**config.mk**
```make
export PLATFORM = sky130hd
export DESIGN_NAME = sum_pair_bist
export DESIGN_NICKNAME = d
export VERILOG_FILES = /design/src/rtl/sum_pkg.sv /design/src/rtl/sum_pair_counter.sv /design/src/rtl/sum_pair_bist.sv
export SDC_FILE = /design/constraint.sdc
export NUM_CORES = 1
export LEC_CHECK = 0
export ABC_AREA = 1
export CAP_MARGIN = 20
export CORE_MARGIN = 4
export CORE_UTILIZATION = 50
export DETAILED_ROUTE_END_ITERATION = 10
export GPL_TIMING_DRIVEN = 0
export PLACE_DENSITY = 0.79
export SYNTH_ARGS = -nofsm -noshare
export SYNTH_HDL_FRONTEND = slang
export SYNTH_SLANG_ARGS = --single-unit
```
**constraint.sdc**
```tcl
create_clock -name clk -period 2.6 [get_ports clk]
set_input_delay 0.26 -clock clk [delete_from_list [all_inputs] [get_ports clk]]
set_output_delay 0.26 -clock clk [all_outputs]
set_load 0.02 [all_outputs]
```
**src/rtl/sum_pkg.sv**
```systemverilog
// Shared types and sizing helpers for the sum_pair_bist operand sweeper.
package sum_pkg;

  typedef enum logic [1:0] {
    S_IDLE  = 2'd0,
    S_APPLY = 2'd1,
    S_CHECK = 2'd2,
    S_DONE  = 2'd3
  } state_e;

  localparam int unsigned DefaultW = 2;

  function automatic int unsigned npairs(input int unsigned w);
    return 2 ** (2 * w);
  endfunction

  function automatic int unsigned res_width(input int unsigned w);
    return w + 1;
  endfunction

  // Wide enough to hold npairs(w) so an all-fail sweep never wraps.
  function automatic int unsigned err_width(input int unsigned w);
    return 2 * w + 1;
  endfunction

  localparam int unsigned NPAIRS = npairs(DefaultW);
  localparam int unsigned RES_W  = res_width(DefaultW);
  localparam int unsigned ERR_W  = err_width(DefaultW);

endpackage

```
**src/rtl/sum_pair_counter.sv**
```systemverilog
// 2W-bit operand-pair down-counter; upper half is ft, lower half is st.
module sum_pair_counter #(
  parameter int unsigned W = 2
) (
  input  logic         clk,
  input  logic         rst,
  input  logic         load_all_ones,
  input  logic         dec,
  output logic [W-1:0] ft,
  output logic [W-1:0] st,
  output logic         zero
);

  localparam logic [2*W-1:0] One = {{(2*W-1){1'b0}}, 1'b1};

  logic [2*W-1:0] cnt_q;

  always_ff @(posedge clk) begin
    if (rst) begin
      cnt_q <= '0;
    end else if (load_all_ones) begin
      cnt_q <= '1;
    end else if (dec) begin
      cnt_q <= cnt_q - One;
    end
  end

  assign ft   = cnt_q[2*W-1:W];
  assign st   = cnt_q[W-1:0];
  assign zero = (cnt_q == '0);

endmodule

```
**src/rtl/sum_pair_bist.sv**
```systemverilog
// Exhaustive operand sweeper and checker for a W-bit adder: drives every ft/st
// pair, compares the sampled res with a golden sum and records the first failure.
module sum_pair_bist
  import sum_pkg::*;
#(
  parameter int unsigned W      = 2,
  parameter int unsigned SETTLE = 1
) (
  input  logic           clk,
  input  logic           rst,
  input  logic           start,
  output logic [W-1:0]   ft,
  output logic [W-1:0]   st,
  input  logic [W:0]     res,
  output logic           busy,
  output logic           done,
  output logic           pass,
  output logic [2*W:0]   err_count,
  output logic [W-1:0]   fail_ft,
  output logic [W-1:0]   fail_st,
  output logic [W:0]     fail_res
);

  localparam int unsigned ResW = res_width(W);
  localparam int unsigned ErrW = err_width(W);
  localparam int unsigned CntW = (SETTLE > 1) ? $clog2(SETTLE) : 1;
  localparam logic [CntW-1:0] SettleLoad = CntW'(SETTLE - 1);
  localparam logic [CntW-1:0] CntOne     = {{(CntW-1){1'b0}}, 1'b1};
  localparam logic [ErrW-1:0] ErrOne     = {{(ErrW-1){1'b0}}, 1'b1};

  state_e            state_q, state_d;
  logic [CntW-1:0]   cnt_q, cnt_d;
  logic [ErrW-1:0]   err_q, err_d;
  logic [W-1:0]      fail_ft_q, fail_ft_d;
  logic [W-1:0]      fail_st_q, fail_st_d;
  logic [ResW-1:0]   fail_res_q, fail_res_d;
  logic [ResW-1:0]   golden;
  logic              pair_load, pair_dec, pair_zero;

  sum_pair_counter #(
    .W (W)
  ) u_pair_counter (
    .clk           (clk),
    .rst           (rst),
    .load_all_ones (pair_load),
    .dec           (pair_dec),
    .ft            (ft),
    .st            (st),
    .zero          (pair_zero)
  );

  assign golden = {1'b0, ft} + {1'b0, st};

  always_comb begin
    state_d    = state_q;
    cnt_d      = cnt_q;
    err_d      = err_q;
    fail_ft_d  = fail_ft_q;
    fail_st_d  = fail_st_q;
    fail_res_d = fail_res_q;
    pair_load  = 1'b0;
    pair_dec   = 1'b0;
    unique case (state_q)
      S_IDLE, S_DONE: begin
        if (start) begin
          state_d    = S_APPLY;
          cnt_d      = SettleLoad;
          err_d      = '0;
          fail_ft_d  = '0;
          fail_st_d  = '0;
          fail_res_d = '0;
          pair_load  = 1'b1;
        end
      end
      S_APPLY: begin
        if (cnt_q != '0) begin
          cnt_d = cnt_q - CntOne;
        end else begin
          state_d = S_CHECK;
        end
      end
      S_CHECK: begin
        if (res != golden) begin
          err_d = err_q + ErrOne;
          if (err_q == '0) begin
            fail_ft_d  = ft;
            fail_st_d  = st;
            fail_res_d = res;
          end
        end
        if (pair_zero) begin
          state_d = S_DONE;
        end else begin
          state_d  = S_APPLY;
          cnt_d    = SettleLoad;
          pair_dec = 1'b1;
        end
      end
      default: state_d = S_IDLE;
    endcase
  end

  always_ff @(posedge clk) begin
    if (rst) begin
      state_q    <= S_IDLE;
      cnt_q      <= '0;
      err_q      <= '0;
      fail_ft_q  <= '0;
      fail_st_q  <= '0;
      fail_res_q <= '0;
    end else begin
      state_q    <= state_d;
      cnt_q      <= cnt_d;
      err_q      <= err_d;
      fail_ft_q  <= fail_ft_d;
      fail_st_q  <= fail_st_d;
      fail_res_q <= fail_res_d;
    end
  end

  always_comb begin
    busy = (state_q == S_APPLY) || (state_q == S_CHECK);
    done = (state_q == S_DONE);
    pass = (state_q == S_DONE) && (err_q == '0);
  end

  assign err_count = err_q;
  assign fail_ft   = fail_ft_q;
  assign fail_st   = fail_st_q;
  assign fail_res  = fail_res_q;

endmodule

```
==> results of run 1 <==
worst max-delay path, cell delays in order, from the launching register on:
cell             delay, ns
dfxtp_1               0.38
inv_1                 0.10
ha_1                  0.14
inv_1                 0.04
nor2_1                0.08
nand2_1               0.12
nor2_1                0.10
clkdlybuf4s50_1       0.60
power by group:
part / leakage [µW] / total (µW) / switching, µW / internal [µW]
combinational: 0.000553 / 401 / 235 / 166
sequential: 0.000148 / 347 / 34.1 / 313
clock: 0.0000210 / 179 / 93.5 / 85.4
total: 0.000722 / 927 / 363 / 564
layout make-up:
| class | instances | area (µm²) |
|---|---|---|
| plain buffers | 4 | 37.54 |
| fillers | 214 | 757.0 |
| well taps | 28 | 35.03 |
| multi-input cells | 126 | 638.1 |
| repair buffers | 23 | 230.2 |
| inverters | 37 | 138.9 |
| clock buffers | 4 | 36.28 |
| flip-flops and latches | 18 | 360.3 |
kinds of logic after synthesis:
| group | after synthesis | share of synthesized area [%] |
|---|---|---|
| buffers and inverters | 41 | 15.02 |
| and+or+nand+nor | 96 | 34.40 |
| adders and majority gates | 8 | 9.158 |
| DFF | 18 | 30.67 |
| xor gates and xnor gates | 1 | 0.7456 |
| AOI/OAI and AO/OA | 21 | 10.01 |
layout by cell type, fill, tap and decap left out:
cell type	instances
a21oi_1	11
a21oi_4	1
a31oi_1	1
buf_6	3
clkbuf_1	1
clkbuf_4	3
clkbuf_8	1
clkdlybuf4s50_1	23
clkinv_1	1
dfxtp_1	18
fa_1	1
ha_1	7
inv_1	34
inv_2	2
nand2_1	52
nand2_2	1
nand3_1	5
nand3_2	1
nand4_1	6
nor2_1	26
nor2_2	4
nor3b_1	1
o21ai_0	7
o21ai_1	1
xnor2_1	1
path summary, 6_finish.rpt:
kind	depth (start not counted)	to	from
worst max-delay path	7	pass	err_count[0]
worst min-delay path	2	state_q[1]	rst
worst max register to register	11	fail_st[0]	u_pair_counter.cnt_q[2]
worst min register to register	2	fail_ft[1]	fail_ft[1]
sequential cells by signal (all words and copies together), names as in the netlist:
signal,cells
err_count,5
fail_ft,2
fail_res,3
fail_st,2
state_q,2
u_pair_counter.cnt_q,4
metrics by stage:
stage | power [µW] | util (%) | hold slack [ns] | worst slack [ns]
finish | 927.1 | 66.11 | 0.1557 | 0.4684
global route | 1006 | 66.11 | 0.1468 | 0.2731
CTS | 933.0 | 66.11 | 0.1523 | 0.4451
detailed placement | 752.9 | 64.48 | 0.4809 | 0.5269
global placement | 740.9 | 64.48 | 0.4772 | 0.5541
floorplan | 622.6 | - | 0.4497 | 0.5865
layer usage:
metal	up-vias	global-route usage, %	share of wire [%]
met5	-	0	0
met4	0	7.797	1.9
met3	7	2.299	4.0
met2	25	30.03	49
met1	529	21.90	45
li1	618	-	-
==> results.tsv, run 1 <==
stage	metric	value	unit
global_route	GRT Resource Usage Total	17.64	%
clock_tree	H-tree depth	1	
clock_tree	CTS Hold Buffers Added	0	
cells_and_area	layout cells sized above 1	7.547	%
floorplanning	height of the chip	56.48	µm
flow_run	Max-Cap Viols	0	
synthesis	most common cell in the netlist	nand2_1	
synthesis	Syn Std Cell Area	0.001175	mm²
synthesis	area leader, netlist	dfxtp_1	
setup_path	CP Data Required Time	2.34	ns
route	Routed Antenna Nets	0	
route	via/cell ratio	4.913	
clock_tree	Setup Buffers After CTS	0	
setup_path	CP startpoint kind	flip-flop	
global_route	largest net degree at the start of global routing	11	
clock_tree	PostCTS Resize Cnt	0	
setup_path	critical path fanouts, max	6	
outcome	outcome	finished clean	
clock_tree	clk_lat worst skew	0.30	ns
floorplanning	CORE AREA	0.002233	mm²
clock_tree	CTS Sinks	18	
hold_path	HP Class	input pin to flip-flop	
clock_tree	clk root buf	clkbuf_4	
floorplanning	# IOs	25	
route	routed len/inst	10.81	µm
cells_and_area	P&R area growth vs syn	25.67	%
timing	period utilization	81.99	%
placement	placed cells	236	
synthesis	post-synth cell types	22	
clock_tree	Clock Tree Buf Depth	2	
synthesis	Post-synth EDFFs	0	
timing	final hold vios	0	
power_and_ir_drop	Peak VDD IR	479.5	µV
cells_and_area	diodes inserted	0	
global_route	antenna violations before repair	0	
route	Initial DRC Count	31	
placement	DP Area	0.001440	mm²
clock_tree	Clk pin slew, worst setup/hold paths	0.11	ns
clock_tree	TritonCTS buffer count	3	
timing	RSZ-0062 raised after global routing	false	
synthesis	post-synthesis sequential area ratio	30.67	%
synthesis	Post-Syn Nets	199	
cells_and_area	Design Area, Final	0.001476	mm²
setup_path	Crit path arrival time	1.87	ns
power_and_ir_drop	Leakage	0.0007216	µW
global_route	first-pass GRT wire length	4.609	mm
route	number of iterations in the first detailed-routing pass	4	
timing	Max Slew Vio Count	0	
cells_and_area	nets@finish	227	
synthesis	ranking of synthesized cells by area	dfxtp_1 31%, nand2_1 17%, inv_1 11%	
timing	Achievable Freq	469.1	MHz
timing	Period minus WS final	2.132	ns
placement	Port Buffers	23	
setup_path	Setup CP Type	flip-flop to output port	
setup_path	reg-to-reg slack, setup	0.48	ns
floorplanning	Die Footprint	0.003189	mm²
floorplanning	# rows	17	
route	final WL	2.594	mm
synthesis	dominant synthesized flop cell	dfxtp_1	
route	drc violations	0	
floorplanning	Initial Util	52.61	%
synthesis	top cell type's share of synthesized area	30.67	%
global_route	GR Overflow Total	0	
synthesis	syn avg cell area	6.351	µm²
synthesis	Yosys reg bits	18	
power_and_ir_drop	power per cell area	627.9	mW/mm²
timing	Worst-Margin Slew	0.4374	ns
setup_path	CP Capture Type	output port	
synthesis	top cells by count, synth	52 x nand2_1, 34 x inv_1, 26 x nor2_1	
floorplanning	Die X	56.48	µm
synthesis	post-synthesis cell count	185	
timing	setup violators final	0	
placement	post-DP HPWL	1.993	mm
synthesis	ys async rst share	0	%
timing	Final TNS setup	0	ns
global_route	vias in the first global route	1108	
timing	Rel. slew slack	70.84	%
route	Via Count	1179	
cells_and_area	final cell count without fillers	240	
timing	clock skew	0.002374	ns
synthesis	synth warn	0	
clock_tree	CTS tree	yes	
placement	Final GP Congestion	0.7378	
Note: power is estimated with default switching activity, not from simulation.
==> run 2, diff against run 1 <==
- clock period: 2.6 -> 2.14 ns (I/O delays scaled with it)
==> run 2 against run 1 <==
Net effect: worst hold slack got worse by 0.050 ns; flip-flop and latch count is the same; via count is 2.8% higher.
==> results.tsv, run 2 (synthesis results as in run 1) <==
stage	metric	value	unit	change
outcome	outcome	finished clean		
setup_path	Setup CP Type	flip-flop to flip-flop		
timing	setup violators final	0		unchanged
global_route	met3 Use GR	2.299	%	unchanged
global_route	GR Util met1	21.90	%	unchanged
floorplanning	Die X	56.48	µm	unchanged
clock_tree	Clock Tree Buf Depth	2		unchanged
setup_path	critical path fanouts, max	10		+4
route	Via Count	1212		+2.8%
floorplanning	# rows	17		unchanged
clock_tree	CTS tree	yes		
hold_path	HP Class	input pin to flip-flop		
cells_and_area	max reg flops	5		unchanged
global_route	largest net degree at the start of global routing	11		unchanged
power_and_ir_drop	Leakage	0.0007498	µW	+3.9%
route	drc violations	0		unchanged
route	final WL	2.662	mm	+2.6%
cells_and_area	diodes inserted	0		unchanged
global_route	GR Overflow Total	0		unchanged
global_route	first-pass GRT wire length	4.609	mm	unchanged
placement	Final GP Congestion	0.7378		unchanged
timing	Worst-Margin Slew	0.4188	ns	-0.01860 ns
placement	post-DP HPWL	1.993	mm	unchanged
timing	final hold vios	0		unchanged
floorplanning	CORE AREA	0.002233	mm²	unchanged
setup_path	CP Capture Type	flip-flop		
power_and_ir_drop	Peak VDD IR	618.4	µV	+29%
timing	Achievable Freq	499.6	MHz	
placement	placed cells	236		unchanged
route	routed len/inst	11.00	µm	+1.8%
timing	Rel. slew slack	72.08	%	+1.2 points
route	Initial DRC Count	38		+23%
timing	Max Slew Vio Count	0		unchanged
timing	Period minus WS final	2.002	ns	
flow_run	Max-Cap Viols	0		unchanged
floorplanning	Initial Util	52.61	%	unchanged
clock_tree	CTS Sinks	18		unchanged
clock_tree	Clk pin slew, worst setup/hold paths	0.11	ns	about the same
setup_path	CP startpoint kind	flip-flop		
timing	Final TNS setup	0	ns	unchanged
clock_tree	clk_lat worst skew	0.30	ns	about the same
cells_and_area	P&R area growth vs syn	27.80	%	
global_route	GRT busiest layer	met2		
power_and_ir_drop	power per cell area	755.2	mW/mm²	+20%
cells_and_area	Design Area, Final	0.001501	mm²	+1.7%
floorplanning	# IOs	25		unchanged
timing	period utilization	93.53	%	
global_route	vias in the first global route	1108		unchanged
global_route	antenna violations before repair	0		unchanged
cells_and_area	layout cells sized above 1	10.28	%	+2.7 points
route	number of iterations in the first detailed-routing pass	4		unchanged
floorplanning	Die Footprint	0.003189	mm²	unchanged
timing	Min Hold Slack	0.1059	ns	-0.04971 ns
clock_tree	H-tree depth	1		unchanged
route	Routed Antenna Nets	0		unchanged
cells_and_area	final cell count without fillers	242		+0.83%
placement	DP Area	0.001440	mm²	unchanged
global_route	GRT Resource Usage Total	17.64	%	unchanged
floorplanning	height of the chip	56.48	µm	unchanged
clock_tree	TritonCTS buffer count	3		unchanged
cells_and_area	nets@finish	229		+0.88%
global_route	GR Util met2	30.03	%	unchanged
placement	Port Buffers	23		unchanged
cells_and_area	commonest non-fill, non-tap cell in the layout	nand2_1		
setup_path	Crit path arrival time	2.21	ns	+0.34 ns
timing	clock skew	0.003202	ns	+0.0008279 ns
timing	RSZ-0062 raised after global routing	false		
clock_tree	CTS Hold Buffers Added	0		unchanged
cells_and_area	most frequent cells in the layout	51 x nand2_1, 34 x inv_1, 25 x nor2_1		
setup_path	CP Data Required Time	2.35	ns	about the same
route	via/cell ratio	5.008		+1.9%
clock_tree	clk root buf	clkbuf_4		
## run 2: cell types whose count changed in the layout (fill, tap and decap cells not counted)
cell             change
buf_4                +2
clkdlybuf4s50_1      -1
dfxtp_1              -2
dfxtp_2              +2
dlymetal6s2s_1       +1
nand2_1              -1
nand2_2              +1
nor2_1               -1
nor2_2               +1
## run 2: worst max-delay path, cell delays in order (launching register included)
cell	delay (ns)
dfxtp_2	0.38
ha_1	0.22
fa_1	0.47
inv_1	0.06
o21ai_1	0.13
nor2_1	0.07
nand2_2	0.12
nand3_2	0.12
buf_6	0.16
nor2_1	0.12
nor2_2	0.05
## run 2: what timing repair did
action,CTS,global route
resized for setup,0,5
endpoints found under the hold margin,0,0
setup buffers,0,2
endpoints found under the setup margin,0,12
## run 2: area by class of cell
cell class	instances	area, µm²
Timing Repair Buffer	25	247.7
Tap cell	28	35.03
Fill cell	210	732.0
Multi-Input combinational cell	126	643.1
Clock buffer	4	36.28
Buffer	4	37.54
Inverter	37	138.9
Sequential cell	18	362.8
## run 2: worst paths after layout
check	from	to	slack [ns]	depth (start not counted)
min	rst	u_pair_counter.cnt_q[2]	0.11	2
min reg2reg	fail_ft[1]	fail_ft[1]	0.51	2
max reg2reg	u_pair_counter.cnt_q[2]	fail_st[0]	0.14	10
max	u_pair_counter.cnt_q[2]	fail_st[0]	0.14	10
## run 2: stage by stage
| stage | utilization, % | setup WS, ns | power [µW] |
|---|---|---|---|
| after floorplan | - | 0.1265 | 756.4 |
| after global placement | 64.48 | 0.09411 | 900.2 |
| after detailed placement | 64.48 | 0.06687 | 914.7 |
| after CTS | 66.11 | 0.03108 | 1134 |
| after global routing | 67.23 | 0.03459 | 1228 |
| final | 67.23 | 0.1384 | 1134 |
## run 2: where the power goes
part	switching [µW]	total, µW	internal [µW]
Sequential	41.4	423	382
Clock	115	219	104
Combinational	288	492	203
## run 2: metal layers
| layer | share of wire [%] | vias up |
|---|---|---|
| met4 | 1.9 | 0 |
| met3 | 5.1 | 7 |
| met1 | 44 | 542 |
| met5 | 0 | - |
| met2 | 49 | 42 |
| li1 | - | 621 |
==> run 3, diff against run 2 <==
- GPL_TIMING_DRIVEN: 0 -> unset
- SLEW_MARGIN: unset -> 20
==> run 3 against run 2 <==
Net effect: clock skew increased by 0.00097 ns; maximum frequency is 0.86% higher; register-to-register slack better by 0.02 ns; setup slack better by 0.017 ns; highest routed layer unchanged; critical path depth decreased by 6; largest power group unchanged; non-clock buffer count fell by 1; via count fell by 2.9%; largest cell class unchanged; sequential power fell by 2%.
==> results.tsv, run 3 (synthesis results as in run 1) <==
stage	metric	value	unit	change
timing	worst setup margin	0.1555	ns	+0.01710 ns
cells_and_area	commonest non-fill, non-tap cell in the layout	nand2_1		
power_and_ir_drop	Leakage	0.0007536	µW	+0.51%
clock_tree	Setup Buffers After CTS	0		unchanged
clock_tree	H-tree depth	1		unchanged
global_route	first-pass GRT wire length	4.885	mm	+6.0%
timing	Max Slew Vio Count	0		unchanged
global_route	vias in the first global route	1168		+5.4%
floorplanning	Die X	56.48	µm	unchanged
power_and_ir_drop	power per cell area	759.1	mW/mm²	+0.51%
cells_and_area	final cell count without fillers	242		unchanged
floorplanning	# rows	17		unchanged
cells_and_area	# fillers	215		+2.4%
route	via/cell ratio	4.864		-2.9%
placement	DP Area	0.001443	mm²	+0.17%
setup_path	CP Data Required Time	1.93	ns	-0.42 ns
route	Via Count	1177		-2.9%
route	drc violations	0		unchanged
setup_path	CP startpoint kind	flip-flop		
timing	period utilization	92.74	%	-0.80 points
placement	placed cells	237		+0.42%
timing	Achievable Freq	503.9	MHz	+0.86%
clock_tree	CTS tree	yes		
flow_run	Max-Cap Viols	0		unchanged
clock_tree	Clock Tree Buf Depth	2		unchanged
clock_tree	clk_lat worst skew	0.29	ns	about the same
route	final WL	2.731	mm	+2.6%
timing	Worst-Margin Slew	0.4300	ns	+0.01111 ns
cells_and_area	Final Core Density	67.23	%	unchanged
timing	Period minus WS final	1.985	ns	-0.01710 ns
floorplanning	Initial Util	52.61	%	unchanged
outcome	outcome	finished clean		
floorplanning	# IOs	25		unchanged
cells_and_area	Design Area, Final	0.001501	mm²	unchanged
placement	Port Buffers	24		+4.3%
cells_and_area	nets@finish	229		unchanged
global_route	GR Overflow Total	0		unchanged
power_and_ir_drop	Peak VDD IR	527.2	µV	-15%
global_route	largest net degree at the start of global routing	13		+2
cells_and_area	most frequent cells in the layout	51 x nand2_1, 34 x inv_1, 26 x nor2_1		
timing	setup violators final	0		unchanged
clock_tree	CTS Hold Buffers Added	0		unchanged
clock_tree	CTS Sinks	18		unchanged
timing	final hold vios	0		unchanged
setup_path	critical path fanouts, max	3		-7
clock_tree	TritonCTS buffer count	3		unchanged
clock_tree	clk root buf	clkbuf_4		
global_route	GRT Resource Usage Total	18.56	%	+0.92 points
setup_path	Setup CP Type	flip-flop to output port		
placement	post-DP HPWL	2.064	mm	+3.5%
setup_path	Crit path arrival time	1.77	ns	-0.44 ns
cells_and_area	diodes inserted	0		unchanged
route	Routed Antenna Nets	0		unchanged
cells_and_area	max reg flops	5		unchanged
floorplanning	CORE AREA	0.002233	mm²	unchanged
floorplanning	Die Footprint	0.003189	mm²	unchanged
cells_and_area	layout cells sized above 1	8.879	%	-1.4 points
hold_path	HP Class	flip-flop to flip-flop		
route	routed len/inst	11.29	µm	+2.6%
clock_tree	Clk pin slew, worst setup/hold paths	0.11	ns	about the same
setup_path	CP Capture Type	output port		
route	number of iterations in the first detailed-routing pass	4		unchanged
placement	pre-CTS setup slack	0.1207	ns	+0.05380 ns
floorplanning	height of the chip	56.48	µm	unchanged
route	Initial DRC Count	53		+39%
cells_and_area	FF/Latch Area	360.3	µm²	-0.69%
timing	clock skew	0.004175	ns	+0.0009732 ns
placement	Final GP Congestion	0.8129		+10%
cells_and_area	P&R area growth vs syn	27.80	%	unchanged
global_route	antenna violations before repair	0		unchanged
timing	Rel. slew slack	71.34	%	-0.74 points
cells_and_area	Multi-input gate area	658.1	µm²	+2.3%
-- run 3: cell types whose count changed in the layout (fill, tap and decap cells not counted), sizes merged --
cell / change
buf: -1
clkbuf: -1
clkdlybuf4s50: +1
nand3: +1
-- run 3: routing by layer --
layer,global-route usage [%],share of wire (%),up-vias
li1,-,-,625
met1,20.70,45,525
met2,35.31,51,23
met3,2.989,3.7,4
met4,5.424,0.84,0
met5,0,0,-
-- run 3: cell type report --
type                       instances  share of cell area (%)
clock buffer                       4                   2.417
inverter                          37                   9.250
multi-input combinational        127                   43.83
sequential                        18                   24.00
tap                               28                   2.333
timing repair buffer              28                   18.17
-- run 3: timing repair --
item	4_1_cts	5_1_grt
setup endpoints to repair	0	7
hold endpoints to repair	0	0
gates resized for setup	0	3
-- run 3: per-stage QoR --
stage	total power [µW]	setup TNS, ns	hold slack [ns]
floorplan	756.4	0	0.4037
global placement	894.3	0	0.4840
detailed placement	913.5	0	0.4952
CTS	1128	0	0.5190
global route	1239	-0.04525	0.5619
finish	1140	0	0.5168
-- run 3: final timing paths --
path	startpoint	end	slack, ns	cells after the start
setup / recovery	state_q[0]	busy	0.16	4
hold / removal	fail_ft[1]	fail_ft[1]	0.52	2
setup reg to reg	u_pair_counter.cnt_q[0]	fail_res[2]	0.16	11
hold reg to reg	fail_ft[1]	fail_ft[1]	0.52	2
-- run 3: critical path, stage by stage, from the launching register on --
cell	delay, ns
dfxtp_1	0.38
inv_1	0.07
ha_1	0.34
inv_2	0.09
clkdlybuf4s50_1	0.60
-- run 3: power breakdown --
part,switching (µW),internal (µW)
clock,111,104
combinational,307,203
sequential,34.1,380
total,452,687
